`src/rtl/select_disp_scan.sv`:
```
// Purpose : digit-select scanner for a multiplexed 7-segment display; one select active at a time, blank gap per slot.
// Latency : out is registered and lags the slot counters by one cycle; first active select on the 3rd edge after reset (defaults).
// Backpressure: none; free-running scan, no handshake.
//
// Ports:
//   clk   - system clock, all state changes on the rising edge
//   rst_n - asynchronous active-low reset; forces out to all-inactive immediately
//   out   - registered digit-select vector, out[i] drives digit i
module select_disp_scan #(
  parameter int DIV          = 100,  // clock cycles per digit slot
  parameter int BLANK_CYCLES = 2,    // all-inactive cycles at the start of each slot
  parameter int NUM_DIGITS   = 8,    // positions scanned, 0..NUM_DIGITS-1
  parameter bit ACTIVE_LOW   = 1'b1  // polarity of the selected bit
) (
  input  logic       clk,
  input  logic       rst_n,
  output logic [7:0] out
);

  // Guarded so an illegal DIV still elaborates far enough to reach the error below.
  localparam int CW = (DIV >= 2) ? $clog2(DIV) : 1;

  localparam logic [CW-1:0] CNT_LAST = CW'(DIV - 1);
  localparam logic [2:0]    IDX_LAST = 3'(NUM_DIGITS - 1);
  localparam logic [7:0]    IDLE     = ACTIVE_LOW ? 8'hFF : 8'h00;

  // Elaboration-time parameter legality.
  if (DIV < 2) begin : g_bad_div
    $error("select_disp_scan: DIV must be >= 2");
  end
  if (BLANK_CYCLES < 0 || BLANK_CYCLES >= DIV) begin : g_bad_blank
    $error("select_disp_scan: BLANK_CYCLES must satisfy 0 <= BLANK_CYCLES < DIV");
  end
  if (NUM_DIGITS < 1 || NUM_DIGITS > 8) begin : g_bad_digits
    $error("select_disp_scan: NUM_DIGITS must be in 1..8");
  end

  logic [CW-1:0] cnt;
  logic [2:0]    idx;
  logic          in_blank;
  logic [7:0]    sel_oh;
  logic [7:0]    out_nxt;

  // With no blanking the comparison would be against zero and constant-false,
  // so it is dropped outright rather than left to the tools.
  if (BLANK_CYCLES == 0) begin : g_no_blank
    assign in_blank = 1'b0;
  end else begin : g_blank
    localparam logic [CW-1:0] BLANK_C = CW'(BLANK_CYCLES);
    assign in_blank = (cnt < BLANK_C);
  end

  // Next select value from the pre-edge counters. idx never exceeds
  // NUM_DIGITS-1, so unused upper bits stay inactive by construction.
  always_comb begin
    sel_oh  = 8'h01 << idx;
    out_nxt = IDLE;
    if (!in_blank) begin
      out_nxt = ACTIVE_LOW ? ~sel_oh : sel_oh;
    end
  end

  // Slot counter and digit index.
  always_ff @(posedge clk or negedge rst_n) begin
    if (!rst_n) begin
      cnt <= '0;
      idx <= '0;
    end else if (cnt == CNT_LAST) begin
      cnt <= '0;
      idx <= (idx == IDX_LAST) ? 3'd0 : idx + 3'd1;
    end else begin
      cnt <= cnt + 1'b1;
    end
  end

  // Output register; the blank at cnt==0 guarantees the old and new digit
  // never overlap on a slot change when BLANK_CYCLES > 0, and with no blank
  // the one-hot value simply moves to the next bit on the same edge.
  always_ff @(posedge clk or negedge rst_n) begin
    if (!rst_n) begin
      out <= IDLE;
    end else begin
      out <= out_nxt;
    end
  end

endmodule

```
`config.mk`:
```
export PLATFORM = sky130hd
export DESIGN_NAME = select_disp_scan
export DESIGN_NICKNAME = d
export VERILOG_FILES = /design/src/rtl/select_disp_scan.sv
export SDC_FILE = /design/constraint.sdc
export NUM_CORES = 1
export LEC_CHECK = 0
export ABC_AREA = 1
export CORE_MARGIN = 1
export CORE_UTILIZATION = 44
export CTS_CLUSTER_DIAMETER = 30
export DETAILED_ROUTE_END_ITERATION = 8
export PLACE_DENSITY = 0.76
export SYNTH_ARGS = -nofsm -noshare
export SYNTH_HDL_FRONTEND = slang
export SYNTH_SLANG_ARGS = --single-unit
export TNS_END_PERCENT = 10
```
`constraint.sdc`:
```
create_clock -name clk -period 1.4 [get_ports clk]
set_input_delay 0.28 -clock clk [delete_from_list [all_inputs] [get_ports clk]]
set_output_delay 0.28 -clock clk [all_outputs]
set_load 0.01 [all_outputs]
```
==> metrics.txt <==
most numerous cell in the Yosys netlist=sky130_fd_sc_hd__nand2_1; critical path data arrival time=1.08 ns; sequential group share of total power=61.0%; # nets final=107; post-route minimum period=1.36 ns; grt ovf=0; cell-internal power=0.684 mW; violation count after the first detailed-route iteration=13; start-to-end type of the worst setup path=flop to primary output; share of flip-flops with an asynchronous set or reset=100%; post-synthesis register bit count=18; setup ws final=0.0363 ns; Antenna Diode Count=0; netlist area before placement=818 um2; overall global routing resource usage=14.6%; Top Family by Delay on Critical Path=flip-flops; post-synthesis cell type with the largest combined area=sky130_fd_sc_hd__dfrtp_1; type of element capturing the critical path=primary output; cell leakage power=0.448 nW; Core Box Area=0.00173 mm2; area delta synth->final=19.3%; Root Buffer=sky130_fd_sc_hd__clkbuf_4; initial core utilization=47.4%; Post-CTS Repair Setup Buffers=0; share of the clock period used by the worst path after layout=97.4%; clock-pin slew reported for the worst setup and hold paths after clock tree synthesis=0.10 ns; post-synth cell types=15; pin slew with the least headroom to its limit=0.221 ns; number of top-level design ports=10; kind of path behind the tightest hold check=input pin to async pin; type of origin of the critical path=flop; Worst EP required=1.12 ns; count of final max-slew check failures=0; setup repair after global routing missed its margin=no; horizontal extent of the die=45.1 um; placer's final routability congestion estimate=0.784; average size of a mapped cell=9.86 um2; nets in the synthesized netlist=92; IO buf count=9; Die H=45.1 um; H-Tree Depth=1; Vias/cell=4.73; net switching fraction of the power=19.9%; via count of the routed design=577; Setup TNS Final=0 ns; area fraction of the dominant cell type after synthesis=30.6%; # clock sinks=18; fraction of layout instances using a drive strength above 1=18.6%; cells along the critical path=dlygate4sd2_1; antenna violations before repair=0; yosys synthesis warning count=0; synth cell count leaders=sky130_fd_sc_hd__nand2_1, sky130_fd_sc_hd__inv_1, sky130_fd_sc_hd__dfrtp_1; number of enable flip-flop cells after synthesis=0; Detail Placement HPWL=918 um; maximum number of pins on one net before global-route repair=19; number of CTS-inserted buffers=3; cells after synthesis=83; cell row count=15; number of maximum-capacitance violations=0; Final Setup Violations=0; number of buffers on the longest clock path=2; area of the die=0.00204 mm2; count of endpoints failing hold in the final timing report=0; Worst IR Drop VDD=475 uV; Final Skew=0.00142 ns; count of unresolved DRC violations after routing=0; Comb pwr share=1.6%; clock insertion delay at the later pin of the skew report=0.30 ns; Critical Path Slowest Stage Cell=sky130_fd_sc_hd__dfstp_2; Clock Power Share=37.3%; leading post-synthesis cells by cell area=sky130_fd_sc_hd__dfrtp_1, sky130_fd_sc_hd__dfstp_2, sky130_fd_sc_hd__ha_1; post-placement setup slack=0.0965 ns; biggest cell delay along the critical path=0.53 ns; clock tree from TritonCTS=built; maximum clock rate=733 MHz; routed wirelength normalized by instance count=9.91 um; sequential-to-total area share from yosys stat=56.3%; Sw Pwr=0.169 mW; power density over the cells=874 mW/mm2; Post-Route WL=1210 um; total power draw=0.853 mW; maximum fanout encountered on the critical timing path=1; vias in the first global route=500; predominant post-synthesis flop cell=sky130_fd_sc_hd__dfrtp_1; count of nets left with antenna violations after detail routing=0; global-route wire length before repair=2060 um; number of detailed-routing iterations run before antenna repair=4; outcome=finished clean; count of buffer and inverter cells on the critical path=1; worst slew slack as a fraction of its limit=85.3%
[layout make-up]
type | instances | area (um2)
Sequential cell | 18 | 460
Timing Repair Buffer | 10 | 90.1
Multi-Input combinational cell | 52 | 309
Inverter | 13 | 48.8
Fill cell | 159 | 751
Clock buffer | 4 | 36.3
Tap cell | 25 | 31.3
[layer usage]
layer | share of wire (%) | global-route usage, % | vias up
met5 | 0 | 0 | -
met4 | 3.2 | 9.09 | 0
met3 | 4.6 | 3.60 | 5
met2 | 49 | 23.5 | 17
met1 | 43 | 17.4 | 268
li1 | - | - | 287
[sequential cells by signal (all words and copies together), names as in the netlist]
name and cells:
out 8, cnt 7, idx 3
[what timing repair did]
action	CTS	global route
gates resized for setup	8	2
hold buffers	0	0
endpoints found under the setup margin	8	2
[stage by stage]
stage | utilization, % | instance area [um2] | instances | hold slack (ns)
floorplan | - | 818 | 83 | -0.0156
global placement | 54.9 | 947 | 118 | 0.442
detailed placement | 54.9 | 947 | 118 | 0.465
CTS | 56.4 | 973 | 122 | 0.311
global route | 56.5 | 976 | 122 | 0.309
finish | 56.5 | 976 | 122 | 0.303
[logic make-up after synthesis]
logic type	Yosys count	share of synthesized area, %
and+or+nand+nor	37	21.7
DFF	18	56.3
buffers and inverters	13	5.96
AOI/OAI and AO/OA	7	4.28
adders and majority gates	7	10.7
xor gates and xnor gates	1	1.07
[path summary, 6_finish.rpt]
check / startpoint / endpoint / slack [ns] / depth (start not counted)
max: out[5]$_DFF_PN1_ / out[5] / 0.04 / 1
min: rst_n / cnt[4]$_DFF_PN0_ / 0.30 / 2
max reg2reg: cnt[0]$_DFF_PN0_ / idx[2]$_DFFE_PN0N_ / 0.22 / 6
min reg2reg: cnt[0]$_DFF_PN0_ / cnt[0]$_DFF_PN0_ / 0.50 / 1
max in group asynchronous: rst_n / out[5]$_DFF_PN1_ / 0.85 / 2
min in group clk: cnt[0]$_DFF_PN0_ / cnt[0]$_DFF_PN0_ / 0.50 / 1
[power groups by stage]
| stage | logic [mW] | registers, mW | clock network, mW |
|---|---|---|---|
| after floorplan | 0.000000181 | 0.530 | 0 |
| after global placement | 0.0145 | 0.530 | 0 |
| after detailed placement | 0.0146 | 0.530 | 0 |
| after CTS | 0.0146 | 0.521 | 0.320 |
| after global routing | 0.0160 | 0.521 | 0.352 |
| final | 0.0137 | 0.521 | 0.319 |
[placed cells by master, fill, tap and decap left out]
master and instances:
sky130_fd_sc_hd__a21oi_1 2, sky130_fd_sc_hd__o21ai_1 5, sky130_fd_sc_hd__clkbuf_8 1, sky130_fd_sc_hd__dfrtp_1 10, sky130_fd_sc_hd__xor2_1 1, sky130_fd_sc_hd__nor3_1 1
sky130_fd_sc_hd__clkbuf_4 3, sky130_fd_sc_hd__nor2_2 3, sky130_fd_sc_hd__inv_1 12, sky130_fd_sc_hd__nand3_1 8, sky130_fd_sc_hd__ha_1 7, sky130_fd_sc_hd__dfstp_2 8
sky130_fd_sc_hd__clkinv_1 1, sky130_fd_sc_hd__nand3_4 1, sky130_fd_sc_hd__buf_4 1, sky130_fd_sc_hd__nor2_1 8, sky130_fd_sc_hd__dlygate4sd2_1 6, sky130_fd_sc_hd__nand2_1 15
sky130_fd_sc_hd__clkdlybuf4s15_1 2, sky130_fd_sc_hd__nand3_2 1, sky130_fd_sc_hd__clkdlybuf4s50_1 1
Note: power is estimated with default switching activity, not from simulation.
